File: src/rtl/rbus_vo_pkg.sv
// rbus_vo_pkg: definitions shared by the rbus video-out configuration master
// and the video-out box that receives its events.
//   - CMD_VGA_* event command codes (0x20..0x28)
//   - vo_state_t : master FSM state encoding
//   - vo_cfg_t   : snapshot of the configuration inputs
//   - cfg_event(): maps a configuration step index to {cmd, ptr}
package rbus_vo_pkg;

  localparam logic [7:0] CMD_VGA_SET_BASE_ADDR = 8'h20;
  localparam logic [7:0] CMD_VGA_SET_PH_WIDTH  = 8'h21;
  localparam logic [7:0] CMD_VGA_SET_LO_WIDTH  = 8'h22;
  localparam logic [7:0] CMD_VGA_SET_LO_HEIGHT = 8'h23;
  localparam logic [7:0] CMD_VGA_SET_MODE      = 8'h24;
  localparam logic [7:0] CMD_VGA_SET_TEXT_ENA  = 8'h25;
  localparam logic [7:0] CMD_VGA_PUT_CHAR      = 8'h26;
  localparam logic [7:0] CMD_VGA_SET_H_POL     = 8'h27;
  localparam logic [7:0] CMD_VGA_SET_V_POL     = 8'h28;

  localparam int CFG_SEQ_LEN = 8;

  typedef enum logic [1:0] {
    ST_IDLE = 2'd0,
    ST_CFG  = 2'd1,
    ST_CHR  = 2'd2
  } vo_state_t;

  typedef struct packed {
    logic [38:0] base;
    logic [11:0] ph_width;
    logic [11:0] lo_width;
    logic [11:0] lo_height;
    logic [1:0]  mode;
    logic        h_pol;
    logic        v_pol;
    logic        text_ena;
  } vo_cfg_t;

  // Returns {cmd[7:0], ptr[39:0]} for step idx of the configuration sequence.
  // Unused payload bits are always zero.
  function automatic logic [47:0] cfg_event(input logic [2:0] idx, input vo_cfg_t c);
    logic [47:0] ev;
    ev = '0;
    case (idx)
      3'd0:    ev = {CMD_VGA_SET_BASE_ADDR, 1'b0, c.base};
      3'd1:    ev = {CMD_VGA_SET_PH_WIDTH, 28'd0, c.ph_width};
      3'd2:    ev = {CMD_VGA_SET_LO_WIDTH, 28'd0, c.lo_width};
      3'd3:    ev = {CMD_VGA_SET_LO_HEIGHT, 28'd0, c.lo_height};
      3'd4:    ev = {CMD_VGA_SET_MODE, 38'd0, c.mode};
      3'd5:    ev = {CMD_VGA_SET_H_POL, 39'd0, c.h_pol};
      3'd6:    ev = {CMD_VGA_SET_V_POL, 39'd0, c.v_pol};
      default: ev = {CMD_VGA_SET_TEXT_ENA, 39'd0, c.text_ena};
    endcase
    return ev;
  endfunction

endpackage

File: src/rtl/rbus_vo_char_fifo.sv
// rbus_vo_char_fifo: synchronous FIFO for queued characters.
// Ports:
//   clk, rst       clock, asynchronous active-high reset (empties the FIFO)
//   wr_en, wr_dat  write request; ignored while full
//   rd_en          pop request; ignored while empty
//   rd_dat         current head (valid while count != 0)
//   full           count == DEPTH
//   count          number of stored entries, 0..DEPTH
module rbus_vo_char_fifo #(
  parameter int DEPTH = 16,
  parameter int W     = 8
) (
  input  logic                       clk,
  input  logic                       rst,
  input  logic                       wr_en,
  input  logic [W-1:0]               wr_dat,
  input  logic                       rd_en,
  output logic [W-1:0]               rd_dat,
  output logic                       full,
  output logic [$clog2(DEPTH):0]     count
);

  localparam int AW = $clog2(DEPTH);

  logic [W-1:0]  mem [DEPTH];
  logic [AW-1:0] wr_ptr;
  logic [AW-1:0] rd_ptr;
  logic          wr_ok;
  logic          rd_ok;

  assign full   = (count == (AW+1)'(DEPTH));
  // Fullness is judged on the current count, so a pop in the same cycle does
  // not make room for a write.
  assign wr_ok  = wr_en && !full;
  assign rd_ok  = rd_en && (count != '0);
  assign rd_dat = mem[rd_ptr];

  // Pointers wrap naturally because DEPTH is a power of two.
  always_ff @(posedge clk or posedge rst) begin
    if (rst) begin
      wr_ptr <= '0;
      rd_ptr <= '0;
      count  <= '0;
    end else begin
      if (wr_ok) wr_ptr <= wr_ptr + 1'b1;
      if (rd_ok) rd_ptr <= rd_ptr + 1'b1;
      if (wr_ok && !rd_ok)      count <= count + 1'b1;
      else if (!wr_ok && rd_ok) count <= count - 1'b1;
    end
  end

  always_ff @(posedge clk) begin
    if (wr_ok) mem[wr_ptr] <= wr_dat;
  end

endmodule

File: src/rtl/rbus_vo_cfg_master.sv
// rbus_vo_cfg_master: drives the d2r_eve event channel toward a remote rbus
// video-out box. Sends the 8-event CMD_VGA_SET_* configuration sequence on
// cfg_start and otherwise drains queued characters as CMD_VGA_PUT_CHAR.
// Ports:
//   clk, rst            clock, asynchronous active-high reset
//   cfg_start, cfg_*    configuration request and values (sampled on accept)
//   chr_stb, chr_dat    character write; chr_full / chr_ovf (sticky) status
//   busy, done          sequence in progress or pending / completion pulse
//   d2r_eve_*           event channel; valid/ready handshake:
//                       a transfer happens on any cycle with stb && ack; while
//                       stb && !ack the cmd/ptr outputs hold; ack may be a
//                       combinational function of stb.
//   dbg_state           current FSM state (vo_state_t encoding)
module rbus_vo_cfg_master
  import rbus_vo_pkg::*;
#(
  parameter logic [7:0] DEV_ID          = 8'h00,
  parameter int         CHAR_FIFO_DEPTH = 16
) (
  input  logic        clk,
  input  logic        rst,
  input  logic        cfg_start,
  input  logic [38:0] cfg_base_addr,
  input  logic [11:0] cfg_ph_width,
  input  logic [11:0] cfg_lo_width,
  input  logic [11:0] cfg_lo_height,
  input  logic [1:0]  cfg_mode,
  input  logic        cfg_h_pol,
  input  logic        cfg_v_pol,
  input  logic        cfg_text_ena,
  input  logic        chr_stb,
  input  logic [7:0]  chr_dat,
  output logic        chr_full,
  output logic        chr_ovf,
  output logic        busy,
  output logic        done,
  output logic        d2r_eve_stb,
  output logic [7:0]  d2r_eve_cmd,
  output logic [7:0]  d2r_eve_dev,
  output logic [39:0] d2r_eve_ptr,
  input  logic        d2r_eve_ack,
  output logic [1:0]  dbg_state
);

  vo_state_t state_q, state_d;
  logic [2:0] idx_q, idx_d;
  vo_cfg_t    shadow_q, shadow_d;
  vo_cfg_t    cfg_in;
  logic       pend_q, pend_d;
  logic       done_d;
  logic       start_req;
  logic       xfer;
  logic       pop;
  logic [7:0] fifo_head;
  logic       fifo_empty;
  logic [$clog2(CHAR_FIFO_DEPTH):0] fifo_count;
  logic        stb_d;
  logic [7:0]  cmd_d;
  logic [39:0] ptr_d;

  assign cfg_in = '{base: cfg_base_addr, ph_width: cfg_ph_width,
                    lo_width: cfg_lo_width, lo_height: cfg_lo_height,
                    mode: cfg_mode, h_pol: cfg_h_pol, v_pol: cfg_v_pol,
                    text_ena: cfg_text_ena};

  assign start_req   = cfg_start || pend_q;
  assign xfer        = d2r_eve_stb && d2r_eve_ack;
  assign pop         = (state_q == ST_CHR) && xfer;
  assign fifo_empty  = (fifo_count == '0);
  assign d2r_eve_dev = DEV_ID;
  assign busy        = (state_q == ST_CFG) || pend_q;
  assign dbg_state   = state_q;

  rbus_vo_char_fifo #(.DEPTH(CHAR_FIFO_DEPTH), .W(8)) u_fifo (
    .clk    (clk),
    .rst    (rst),
    .wr_en  (chr_stb),
    .wr_dat (chr_dat),
    .rd_en  (pop),
    .rd_dat (fifo_head),
    .full   (chr_full),
    .count  (fifo_count)
  );

  // State register plus the registered event outputs.
  always_ff @(posedge clk or posedge rst) begin
    if (rst) begin
      state_q     <= ST_IDLE;
      idx_q       <= '0;
      shadow_q    <= '0;
      pend_q      <= 1'b0;
      done        <= 1'b0;
      chr_ovf     <= 1'b0;
      d2r_eve_stb <= 1'b0;
      d2r_eve_cmd <= '0;
      d2r_eve_ptr <= '0;
    end else begin
      state_q     <= state_d;
      idx_q       <= idx_d;
      shadow_q    <= shadow_d;
      pend_q      <= pend_d;
      done        <= done_d;
      if (chr_stb && chr_full) chr_ovf <= 1'b1;
      d2r_eve_stb <= stb_d;
      d2r_eve_cmd <= cmd_d;
      d2r_eve_ptr <= ptr_d;
    end
  end

  // Next-state logic. Configuration wins over characters in IDLE.
  always_comb begin
    state_d  = state_q;
    idx_d    = idx_q;
    shadow_d = shadow_q;
    pend_d   = pend_q;
    done_d   = 1'b0;
    case (state_q)
      ST_IDLE: begin
        if (start_req) begin
          shadow_d = cfg_in;
          idx_d    = '0;
          pend_d   = 1'b0;
          state_d  = ST_CFG;
        end else if (!fifo_empty) begin
          state_d = ST_CHR;
        end
      end
      ST_CFG: begin
        if (cfg_start) pend_d = 1'b1;
        if (xfer) begin
          if (idx_q == 3'(CFG_SEQ_LEN - 1)) begin
            state_d = ST_IDLE;
            done_d  = 1'b1;
          end else begin
            idx_d = idx_q + 1'b1;
          end
        end
      end
      ST_CHR: begin
        if (cfg_start) pend_d = 1'b1;
        if (xfer) state_d = ST_IDLE;
      end
      default: state_d = ST_IDLE;
    endcase
  end

  // Output logic: the event to present next cycle, derived from the next
  // state so that outputs are registered yet appear right after acceptance.
  // With no ack, idx/shadow/FIFO head are unchanged, so cmd/ptr hold.
  always_comb begin
    stb_d = 1'b0;
    cmd_d = '0;
    ptr_d = '0;
    case (state_d)
      ST_CFG: begin
        stb_d          = 1'b1;
        {cmd_d, ptr_d} = cfg_event(idx_d, shadow_d);
      end
      ST_CHR: begin
        stb_d = 1'b1;
        cmd_d = CMD_VGA_PUT_CHAR;
        ptr_d = {32'd0, fifo_head};
      end
      default: ;
    endcase
  end

endmodule

File: config.mk
export PLATFORM = sky130hd
export DESIGN_NAME = rbus_vo_cfg_master
export DESIGN_NICKNAME = d
export VERILOG_FILES = /design/src/rtl/rbus_vo_pkg.sv /design/src/rtl/rbus_vo_char_fifo.sv /design/src/rtl/rbus_vo_cfg_master.sv
export SDC_FILE = /design/constraint.sdc
export NUM_CORES = 1
export LEC_CHECK = 0
export ABC_CLOCK_PERIOD_IN_PS = 6900
export CAP_MARGIN = 0
export CORE_MARGIN = 5
export CORE_UTILIZATION = 50
export DETAILED_ROUTE_END_ITERATION = 16
export GPL_TIMING_DRIVEN = 1
export PLACE_DENSITY_LB_ADDON = 0.2
export SLEW_MARGIN = 20
export SYNTH_ARGS = -nofsm -noshare
export SYNTH_HDL_FRONTEND = slang
export SYNTH_SLANG_ARGS = --single-unit
File: constraint.sdc
create_clock -name clk -period 6.9 [get_ports clk]
set_input_delay 1.725 -clock clk [delete_from_list [all_inputs] [get_ports clk]]
set_output_delay 1.725 -clock clk [all_outputs]
set_load 0.005 [all_outputs]
# Word level (Yosys, flattened, before mapping)
# Memories as Yosys holds them, arrays and structs flattened.
# Cells that the tools add are included.
[word_totals]
ff_bits = 150
ramBits = 128
in_bits = 93
out_inout_bits = 63
n_memories = 1
[op_classes]
n_addsub = 5
n_eq_ne = 14
muxes = 26
reduce_logical = 21
[mem_list]
columns = ["memory", "depth", "word_bits", "rd", "rd_clocked_by_memory_dff", "write_ports", "line_no", "source"]
rows = [
  ["u_fifo.mem", 16, 8, 1, 0, 1, "rbus_vo_char_fifo.sv:25", "logic [W-1:0] mem [DEPTH];"],
]
[op_table]
columns = ["operator", "n"]
rows = [
  ["44-bit case mux with 7 select lines", 1],
  ["80-bit two-way mux", 2],
  ["40-bit case mux with 2 select lines", 1],
  ["3-bit equality test, second input constant", 4],
  ["6-bit case mux with 2 select lines", 1],
  ["2-bit two-way mux", 5],
  ["5-bit two-way mux", 2],
  ["3-bit two-way mux", 3],
  ["4-bit by 1-bit adder with 4-bit output, second input constant", 2],
  ["1-bit two-way mux", 8],
  ["1-bit logical AND", 7],
  ["3-bit by 2-bit equality test with 1-bit output, second input constant", 2],
  ["2-bit case mux with 3 select lines", 1],
  ["3-bit case mux with 2 select lines", 1],
  ["5-bit by 1-bit adder with 5-bit output, second input constant", 1],
  ["5-bit equality test, second input constant", 1],
  ["5-bit logical NOT", 1],
  ["5-bit nonzero test", 1],
  ["5-bit by 1-bit subtractor with 5-bit output, second input constant", 1],
  ["2-bit by 1-bit equality test with 1-bit output, second input constant", 2],
  ["2-bit equality test, second input constant", 2],
  ["2-bit nonzero test", 2],
  ["2-bit OR reduction", 2],
  ["3-bit by 1-bit adder with 3-bit output, second input constant", 1],
  ["9 further kinds", 12],
]

# Depth between registers and ports, before layout
# Gate-level depths: netlist of run 1.
[logic_depth]
word_depth = 7
ltp_mapped = 14
depth_no_buf = 13

# Cells and area by module
# Synthesis of run 1 repeated with hierarchy kept, for this count alone.
[hier_totals]
hier_cells = 901
area_unflattened_um2 = 11546.1
[modules_own_cells]
columns = ["mod", "instances", "cells_each", "area_per_inst_um2"]
rows = [
  ["rbus_vo_cfg_master", 1, 569, 5781.8],
  ["rbus_vo_char_fifo", 1, 332, 5764.3],
]

# Least setup slack after synthesis of run 1
# OpenSTA, ideal clock, no wires.
[synth_path]
path_kind = "input to register"
startpoint = "input port cfg_start"
endpoint = "register d2r_eve_ptr[3]"
setup_ns = 0.126
arrival_time_ns = 3.834
setup_slack_ns = 2.940
path_stages = 10
n_path_buf = 3
cell_sequence = "o21ai_1 -> clkbuf_1 -> clkbuf_1 -> a21o_1 -> inv_1 -> ha_1 -> nor2b_1 -> and3_1 -> clkbuf_1 -> a221o_1"
[synth_between]
elab_cells_between_ends = 18
cone_classes = "8 x eq/ne; 8 x mux; 2 x reduce/logical"
[synth_rtl]
columns = ["item", "line_no", "source"]
rows = [
  ["start, declared", "rbus_vo_cfg_master.sv:22", "input logic cfg_start,"],
  ["1-bit logical OR (*)", "rbus_vo_cfg_master.sv:66", "assign start_req = cfg_start || pend_q;"],
  ["2-bit two-way mux (*)", "rbus_vo_cfg_master.sv:119", "if (start_req) begin"],
  ["2-bit case mux with 3 select lines (*)", "rbus_vo_cfg_master.sv:117", "case (state_q)"],
  ["net state_d[0]", "rbus_vo_cfg_master.sv:45", "vo_state_t state_q, state_d;"],
  ["2-bit equality test / 2-bit by 1-bit equality test with 1-bit output (equally long branches)", "rbus_vo_cfg_master.sv:154", "case (state_d)"],
  ["40-bit case mux with 2 select lines (*)", "rbus_vo_cfg_master.sv:154", ""],
  ["net ptr_d[3]", "rbus_vo_cfg_master.sv:59", "logic [39:0] ptr_d;"],
  ["end signal, assigned", "rbus_vo_cfg_master.sv:106", "d2r_eve_ptr <= ptr_d;"],
  ["end, declared", "rbus_vo_cfg_master.sv:40", "output logic [39:0] d2r_eve_ptr,"],
]
# The timed path passes the listed nets; every way through them passes the cells marked *.
# A chain may end at the register's enable or synchronous reset.

# Worst setup path in the final report of run 1
[layout_path]
startpoint = "input port cfg_start"
endpoint = "register d2r_eve_ptr[20]"
[layout_between]
elab_chain_len = 6
elab_cells_between_ends = 18
cone_classes = "8 x eq/ne; 8 x mux; 2 x reduce/logical"
[layout_rtl]
columns = ["item", "line_no", "source"]
rows = [
  ["1-bit logical OR (*)", "rbus_vo_cfg_master.sv:66", ""],
  ["3-bit two-way mux", "rbus_vo_cfg_master.sv:119", ""],
  ["3-bit case mux with 2 select lines", "rbus_vo_cfg_master.sv:117", ""],
  ["3-bit equality test, or another cell as far along", "rbus_vo_pkg.sv:43", "case (idx)"],
  ["44-bit case mux with 7 select lines", "rbus_vo_pkg.sv:43", ""],
  ["40-bit case mux with 2 select lines (*)", "rbus_vo_cfg_master.sv:154", ""],
  ["net ptr_d[20]", "rbus_vo_cfg_master.sv:59", ""],
]
# Marks and branches as above.

==> results.cfg, run 1 <==
[sta]
drv_slew = 0
fin_setup_tns_ns = 0
max_clock_freq_mhz = 231
hold_violations = 0
finClkSkew_ns = 0.0146
post-route-period-util_pct = 62.7
finalSetupViolations = 0
tightest_slew_ns = 1.06
max_slew_margin_pct = 29.3
rsz0062_at_grt = no
finalCriticalPeriod_ns = 4.33

[yosys]
syn_avg_cell_area_sq_um = 13.1
ys_top_cells_by_area = edfxtp_1 (34%), dfrtp_1 (32%), nand2_1 (8.9%), mux4_2 (7.4%), and3_1 (2.1%)
syn-cell-area_sq_um = 11300
synth_most_common_cell = nand2_1
synth_top_area_share_pct = 34.1
seq_area_frac_synth_pct = 66.3
ys.flop_type = dfrtp_1
yosys_warnings = 0
synth_edf_count = 128
synth_cells = 862
async_flop_share_pct = 53.1
yosys.cell_types.count = 50
yosysTopAreaCell = edfxtp_1
synth.top_cells.by_count = nand2_1 (268), dfrtp_1 (145), edfxtp_1 (128)
synth-seq-cells = 273

[clock_tree]
insertion_delay_ns = 0.53
cts_setup_buffers = 0
cts.htree.levels = 1
cts.sinks = 273
cts_resized = 0
cts_tree = built
cts_made_buffers = 28
cts_root_buffer = clkbuf_16
clk_path_buf_depth = 3
ctsHoldBuffers = 0
clk_pin_slew_worst_paths_ns = 0.06

[finish]
final_cell_area_sq_um = 13800
nFillCells = 1689
nNetsFinal = 1109
finish.utilization_pct = 61.6
fin_cells = 1305
area_growth_pct = 22.7
drive_above_1_share_pct = 11.6
diodes = 0

[critical_path]
path_cells = clkdlybuf4s50_1 -> o21ai_4 -> a21o_1 -> ha_1 -> inv_1 -> nand2_1 -> nor3_2 -> buf_4 -> and3_1
path_class = in -> reg
crit_start = cfg_start
worstReg2RegStart = dbg_state[1]
cp_slowest_cell = o21ai_4
end_kind = flop
ff2ff_path_depth = 9
r2r_end = d2r_eve_ptr[4]
cp.required_ns = 7.36
critPathLaunchType = input port
cp_max_fo = 40
slowest_delay_ns = 0.86
crit_arrival_ns = 4.79
reg2reg_slack_ns = 3.42

[grt]
antenna_found_initial = 0
grt_pass1_vias = 6988
grt_max_degree = 110
grt.overflow.total = 0
grt_usage_pct = 18.8
grt_pass1_wl_um = 38700

[detailed_routing]
drt_first_pass_iters = 5
drc = 0
antenna_left = 0
avgViaCountPerCell = 5.26
first_iter_violations = 503
num_vias = 6868
drt_wl_total_um = 24200
post_drt_wl_per_cell_um = 18.5

[pwr]
power.leakage_nw = 5.89
max-vdd-ir-drop_mv = 0.216
powerDensity_nw_per_um2 = 420

[outcome]
outcome = finished, final reports clean

[flow_run]
max_cap_violations = 0

[place]
dpl_cell_area_sq_um = 12900
hpwlAfterDp_um = 16100
dp.cells = 1254
routabilityCongestion = 0.822
port_buffers = 143

[hold_path]
holdPathStages = 2
hold_path_class = reg -> reg
whs_endpoint = shadow_q[10]
hp-start = shadow_q[10]

[floorplanning]
dieArea_sq_um = 25600
die_w_um = 160
start_util_pct = 50.2
num_io_pins = 156
num_rows = 55
chipHeight_um = 160
coreArea_sq_um = 22400
-- worst max-delay path, delay by kind of cell --
family / cells / cell delay, ns
AOI/OAI and AO/OA: 2 / 1.08
buffers and inverters: 3 / 0.96
and+or+nand+nor: 3 / 0.75
adders and majority gates: 1 / 0.25
-- cells in the final DEF, fill, tap and decap left out, drive strengths merged, types with 4 or more instances in the layout --
master	Yosys	final
nand2	268	268
dfrtp	145	145
clkdlybuf4s50	0	143
edfxtp	128	128
clkbuf	34	40
mux4	39	39
and3	38	38
nor2	25	25
mux2	17	17
ha	16	16
a21oi	15	15
inv	14	14
conb	1	12
o21ai	11	11
nor2b	10	10
a21o	9	9
xnor2	9	9
buf	22	9
a221o	8	8
clkinv	0	8
nor3	7	7
o211ai	6	6
mux2i	6	6
and2	4	4
-- area by class of cell --
cell class	instances	area [sq um]	share of cell area, %
sequential	273	7470	54.1
timing repair buffer	152	1500	10.8
clock inverter	11	108	0.778
inverter	14	57.6	0.416
multi-input combinational	530	3500	25.3
clock buffer	40	827	5.98
tap	285	357	2.58
-- worst max path at each step --
| stage | cells past startpoint | slack, ns | end |
|---|---|---|---|
| 6_report | 9 | 2.57 | d2r_eve_ptr[20] |
| 5_1_grt | 9 | 2.35 | d2r_eve_ptr[36] |
| 4_1_cts | 9 | 2.61 | d2r_eve_ptr[20] |
| 3_5_place_dp | 9 | 2.07 | d2r_eve_ptr[36] |
| 3_3_place_gp | 9 | 2.12 | d2r_eve_ptr[14] |
| 2_1_floorplan | 1 | 1.28 | chr_ovf |
-- flip-flops by register name, summed over array words and instances (netlist names), 2 cells and up --
register	cells
u_fifo.mem	128
shadow_q	80
d2r_eve_ptr	39
d2r_eve_cmd	5
u_fifo.count	5
u_fifo.rd_ptr	4
u_fifo.wr_ptr	4
idx_q	3
dbg_state	2
-- logic make-up (layout without fill, tap and decap cells) --
logic type	Yosys count	after routing	synth area share (%)
DFF	273	273	66.3
adders and majority gates	17	17	1.95
muxes	62	62	10.1
buffers and inverters	70	217	3.04
other	1	12	0.0333
xor gates and xnor gates	11	11	0.855
AOI/OAI and AO/OA	66	66	4.05
and+or+nand+nor	362	362	13.6
-- where the power goes --
| part | internal [W] | leakage (nW) | switching, W | total [W] |
|---|---|---|---|---|
| Combinational | 0.000889 | 2.42 | 0.00101 | 0.00190 |
| Clock | 0.000904 | 0.466 | 0.000606 | 0.00151 |
| Sequential | 0.00214 | 3.01 | 0.000246 | 0.00239 |
-- stage by stage --
stage          total power [W]  setup slack, ns  hold slack (ns)
3_3_place_gp           0.00429             2.12            0.443
3_5_place_dp           0.00434             2.07            0.451
4_1_cts                0.00584             2.61            0.469
2_1_floorplan          0.00369             1.28            0.433
6_report               0.00580             2.57            0.465
5_1_grt                0.00617             2.35            0.482
-- metal layers --
layer / vias up / global-route usage [%] / wire, um
met4: 0 / 4.26 / 491
met3: 38 / 3.05 / 1170
met5: - / 0 / 0
met2: 178 / 30.6 / 11500
met1: 3380 / 27.0 / 11000
li1: 3272 / - / -
Note: power is estimated with default switching activity, not from simulation.
==> run 2, diff against run 1 <==
--- a/config.mk
+++ b/config.mk
@@ -5,10 +5,10 @@
 export SDC_FILE = /design/constraint.sdc
 export NUM_CORES = 1
 export LEC_CHECK = 0
-export ABC_CLOCK_PERIOD_IN_PS = 6900
+export ABC_CLOCK_PERIOD_IN_PS = 3900
 export CAP_MARGIN = 0
 export CORE_MARGIN = 5
-export CORE_UTILIZATION = 50
+export CORE_UTILIZATION = 49
 export DETAILED_ROUTE_END_ITERATION = 16
 export GPL_TIMING_DRIVEN = 1
 export PLACE_DENSITY_LB_ADDON = 0.2
==> constraint.sdc (replaced) <==
create_clock -name clk -period 3.9 [get_ports clk]
set_input_delay 0.975 -clock clk [delete_from_list [all_inputs] [get_ports clk]]
set_output_delay 0.975 -clock clk [all_outputs]
set_load 0.005 [all_outputs]
==> results.cfg, run 2 (synthesis results as in run 1) <==
[grt]
grt-busiest-layer = met2
met3_usage_pct = 2.83
grt_pass1_wl_um = 40300
grt_max_degree = 90
grt_pass1_vias = 7135
grtUsageMet1_pct = 28.0
use_met2_pct = 31.6
grt_usage_pct = 19.4
antenna_found_initial = 1
grt.overflow.total = 0

[finish]
area_growth_pct = 25.2
fin_cells = 1327
nNetsFinal = 1130
drive_above_1_share_pct = 13.4
layout_common_cells = nand2_1 (268), dfrtp_1 (144), clkdlybuf4s50_1 (143), edfxtp_1 (128), and3_1 (38)
diodes = 0
largest_reg_flops = 128
final_common_cell = nand2_1
top_regs = u_fifo.mem (128), shadow_q (80), d2r_eve_ptr (39)
max_flop_register = u_fifo.mem

[flow_run]
max_cap_violations = 0

[floorplanning]
die_w_um = 162
dieArea_sq_um = 26100
start_util_pct = 49.8
num_rows = 55
chipHeight_um = 162
num_io_pins = 156
coreArea_sq_um = 22600

[hold_path]
hp-start = chr_ovf
hold_path_class = reg -> reg

[critical_path]
cp_slowest_cell = clkdlybuf4s50_1
crit_arrival_ns = 2.23
cp.required_ns = 2.92
critPathLaunchType = flop
slowest_delay_ns = 0.48
path_delay_family = buffers and inverters
cp_max_fo = 13
end_kind = primary output
path_buf_inv = 2
worstReg2RegStart = dbg_state[1]
crit_start = dbg_state[1]
path_cells = inv_1 -> ha_1 -> or2_2 -> clkdlybuf4s50_1
path_class = reg -> out

[place]
hpwlAfterDp_um = 16700
port_buffers = 143
dp.cells = 1275
routabilityCongestion = 0.824

[clock_tree]
insertion_delay_ns = 0.55
cts_tree = built
clk_path_buf_depth = 3
cts.sinks = 273
cts_made_buffers = 28
clk_pin_slew_worst_paths_ns = 0.07
cts_root_buffer = clkbuf_16
cts_setup_buffers = 0
cts_resized = 0
ctsHoldBuffers = 0
cts.htree.levels = 1

[sta]
hold_violations = 0
finClkSkew_ns = 0.0237
post-route-period-util_pct = 82.2
drv_slew = 0
max_clock_freq_mhz = 312
finalSetupViolations = 0
fin_setup_tns_ns = 0
max_slew_margin_pct = 40.1
rsz0062_at_grt = no
tightest_slew_ns = 0.886
finalCriticalPeriod_ns = 3.21

[detailed_routing]
num_vias = 6980
post_drt_wl_per_cell_um = 19.0
drc = 0
avgViaCountPerCell = 5.26
drt_wl_total_um = 25200
antenna_left = 0
first_iter_violations = 459
drt_first_pass_iters = 5

[pwr]
powerDensity_nw_per_um2 = 747
power.leakage_nw = 6.04
p_clk_share_pct = 26.4
comb_power_share_pct = 34.1
p_int_w = 0.00713
pwr-share-seq_pct = 39.6
max-vdd-ir-drop_mv = 0.426
swShare_pct = 32.4
p_switching_w = 0.00341

[outcome]
outcome = finished, final reports clean
-- run 2: layer usage --
metal	wire, um	up-vias
met3	1280	42
met5	13	-
met1	11300	3434
met4	518	2
li1	-	3303
met2	12000	199
-- run 2: path summary, 6_finish.rpt --
check	endpoint	cells past startpoint	slack, ns
max	busy	4	0.69
min	chr_ovf	1	0.46
max reg2reg	d2r_eve_ptr[2]	9	0.96
min reg2reg	chr_ovf	1	0.46
max in group asynchronous	d2r_eve_ptr[9]	3	2.35
min in group asynchronous	chr_ovf	2	0.88
-- run 2: power by group through the flow --
stage | sequential [W] | combinational (W) | clock (W)
finish | 0.00417 | 0.00359 | 0.00278
global route | 0.00426 | 0.00396 | 0.00298
CTS | 0.00417 | 0.00363 | 0.00283
detailed placement | 0.00422 | 0.00361 | 0
global placement | 0.00420 | 0.00354 | 0
floorplan | 0.00406 | 0.00247 | 0
-- run 2: cell type report --
| type | instances | area, sq um |
|---|---|---|
| fillers | 1721 | 8540 |
| flip-flops and latches | 273 | 7470 |
| multi-input cells | 530 | 3500 |
| repair buffers | 173 | 1730 |
| clock buffers | 34 | 764 |
| well taps | 285 | 357 |
| clock inverters | 18 | 215 |
| inverters | 14 | 56.3 |
-- run 2: per-stage QoR --
stage,area [sq um],worst slack (ns),hold WS (ns),utilization [%],power [W]
after global placement,13100,0.380,0.444,58.0,0.00775
after detailed placement,13100,0.356,0.447,58.0,0.00783
final,14100,0.695,0.458,62.3,0.0105
after global routing,14100,0.552,0.475,62.3,0.0112
after CTS,14100,0.645,0.460,62.3,0.0106
after floorplan,11300,0.690,0.433,-,0.00654
==> run 3, diff against run 2 <==
--- a/config.mk
+++ b/config.mk
@@ -5,7 +5,7 @@
 export SDC_FILE = /design/constraint.sdc
 export NUM_CORES = 1
 export LEC_CHECK = 0
-export ABC_CLOCK_PERIOD_IN_PS = 3900
+export ABC_CLOCK_PERIOD_IN_PS = 2800
 export CAP_MARGIN = 0
 export CORE_MARGIN = 5
 export CORE_UTILIZATION = 49
==> constraint.sdc (replaced) <==
create_clock -name clk -period 2.8 [get_ports clk]
set_input_delay 0.7 -clock clk [delete_from_list [all_inputs] [get_ports clk]]
set_output_delay 0.7 -clock clk [all_outputs]
set_load 0.005 [all_outputs]
==> results.cfg, run 3 (synthesis results as in run 1) <==
[critical_path]
path_delay_family = simple AND/OR/NAND/NOR gates
cp.required_ns = 2.10
path_buf_inv = 1
slowest_delay_ns = 0.52
path_cells = nor4_2 -> and2_1 -> clkdlybuf4s50_1
path_class = reg -> out
crit_arrival_ns = 1.99
cp_slowest_cell = clkdlybuf4s50_1
cp_max_fo = 3
critPathLaunchType = flop
end_kind = primary output

[place]
dpl_cell_area_sq_um = 13500
routabilityCongestion = 0.810
port_buffers = 143
hpwlAfterDp_um = 17200

[detailed_routing]
num_vias = 7121
drt_first_pass_iters = 5
post_drt_wl_per_cell_um = 18.5
antenna_left = 0
avgViaCountPerCell = 5.22
drt_wl_total_um = 25300
first_iter_violations = 394
drc = 0

[clock_tree]
clk_path_buf_depth = 3
ctsHoldBuffers = 0
insertion_delay_ns = 0.54
cts_root_buffer = clkbuf_16
cts_tree = built
cts.sinks = 273
cts_setup_buffers = 0
cts.htree.levels = 1
clk_pin_slew_worst_paths_ns = 0.06
cts_made_buffers = 29

[finish]
top_regs = u_fifo.mem (128), shadow_q (80), d2r_eve_ptr (39)
max_flop_register = u_fifo.mem
layout_common_cells = nand2_1 (268), dfrtp_1 (144), clkdlybuf4s50_1 (143), edfxtp_1 (128), buf_4 (57)
drive_above_1_share_pct = 16.1
multi_input_comb_area_sq_um = 3520
finish.utilization_pct = 63.3
diodes = 0
largest_reg_flops = 128
final_common_cell = nand2_1
ff_latch_area_sq_um = 7470
final_cell_area_sq_um = 14300
area_growth_pct = 27.1
nNetsFinal = 1168
nFillCells = 1721

[floorplanning]
dieArea_sq_um = 26100
chipHeight_um = 162
num_rows = 55
coreArea_sq_um = 22600
num_io_pins = 156
die_w_um = 162
start_util_pct = 49.8

[sta]
hold_violations = 0
finClkSkew_ns = 0.0140
post-route-period-util_pct = 96.2
hold_ws_ns = 0.434
fin_setup_tns_ns = 0
max_clock_freq_mhz = 371
tightest_slew_ns = 0.695
finalCriticalPeriod_ns = 2.69
finalSetupViolations = 0
rsz0062_at_grt = no
drv_slew = 0
max_slew_margin_pct = 53.7

[hold_path]
hold_path_class = in -> async

[grt]
antenna_found_initial = 1
grt_usage_pct = 19.1
grt_max_degree = 76
grt-busiest-layer = met2
grt_pass1_vias = 7103
grtUsageMet1_pct = 27.3
grt.overflow.total = 0
use_met2_pct = 31.3
grt_pass1_wl_um = 40000
met3_usage_pct = 2.83

[outcome]
outcome = finished, final reports clean

[pwr]
power.leakage_nw = 6.18
total_power_w = 0.0147
max-vdd-ir-drop_mv = 0.600
powerDensity_nw_per_um2 = 1030

[flow_run]
max_cap_violations = 0
-- run 3: power breakdown --
group,leakage [nW],switching (W),internal (W)
Clock,0.426,0.00149,0.00196
Sequential,3.01,0.000497,0.00527
Combinational,2.74,0.00277,0.00272
Total,6.18,0.00476,0.00995
-- run 3: through the flow --
step	setup WS [ns]	instances
2_1_floorplan	0.0563	873
3_3_place_gp	-0.274	1312
3_5_place_dp	-0.289	1312
4_1_cts	0.0486	1365
5_1_grt	0.0203	1365
6_report	0.106	1365
-- run 3: timing repair --
item / 4_1_cts / 5_1_grt
gates resized for setup: 2 / 2
endpoints found under the setup margin: 2 / 8
gates cloned: 0 / 0
-- run 3: layout make-up --
| class | count | area share, % |
|---|---|---|
| repair buffers | 210 | 14.4 |
| flip-flops and latches | 273 | 52.2 |
| well taps | 285 | 2.49 |
| inverters | 14 | 0.393 |
| multi-input cells | 530 | 24.6 |
| clock inverters | 14 | 0.533 |
| clock buffers | 39 | 5.47 |
-- run 3: path summary, 6_finish.rpt --
| path | startpoint | endpoint | slack (ns) | depth (start not counted) |
|---|---|---|---|---|
| min in group clk | chr_ovf | chr_ovf | 0.46 | 1 |
| worst min-delay path | rst | shadow_q[59] | 0.43 | 2 |
| max in group asynchronous | rst | shadow_q[35] | 1.71 | 3 |
| worst max-delay path | u_fifo.count[0] | chr_full | 0.11 | 3 |
| worst max register to register | u_fifo.count[0] | u_fifo.count[4] | 0.21 | 12 |
| worst min register to register | chr_ovf | chr_ovf | 0.46 | 1 |
-- run 3: metal layers --
layer,up-vias,share of wire [%]
met2,188,49
met5,-,0.051
met4,2,2.3
li1,3381,-
met1,3507,44
met3,43,4.5
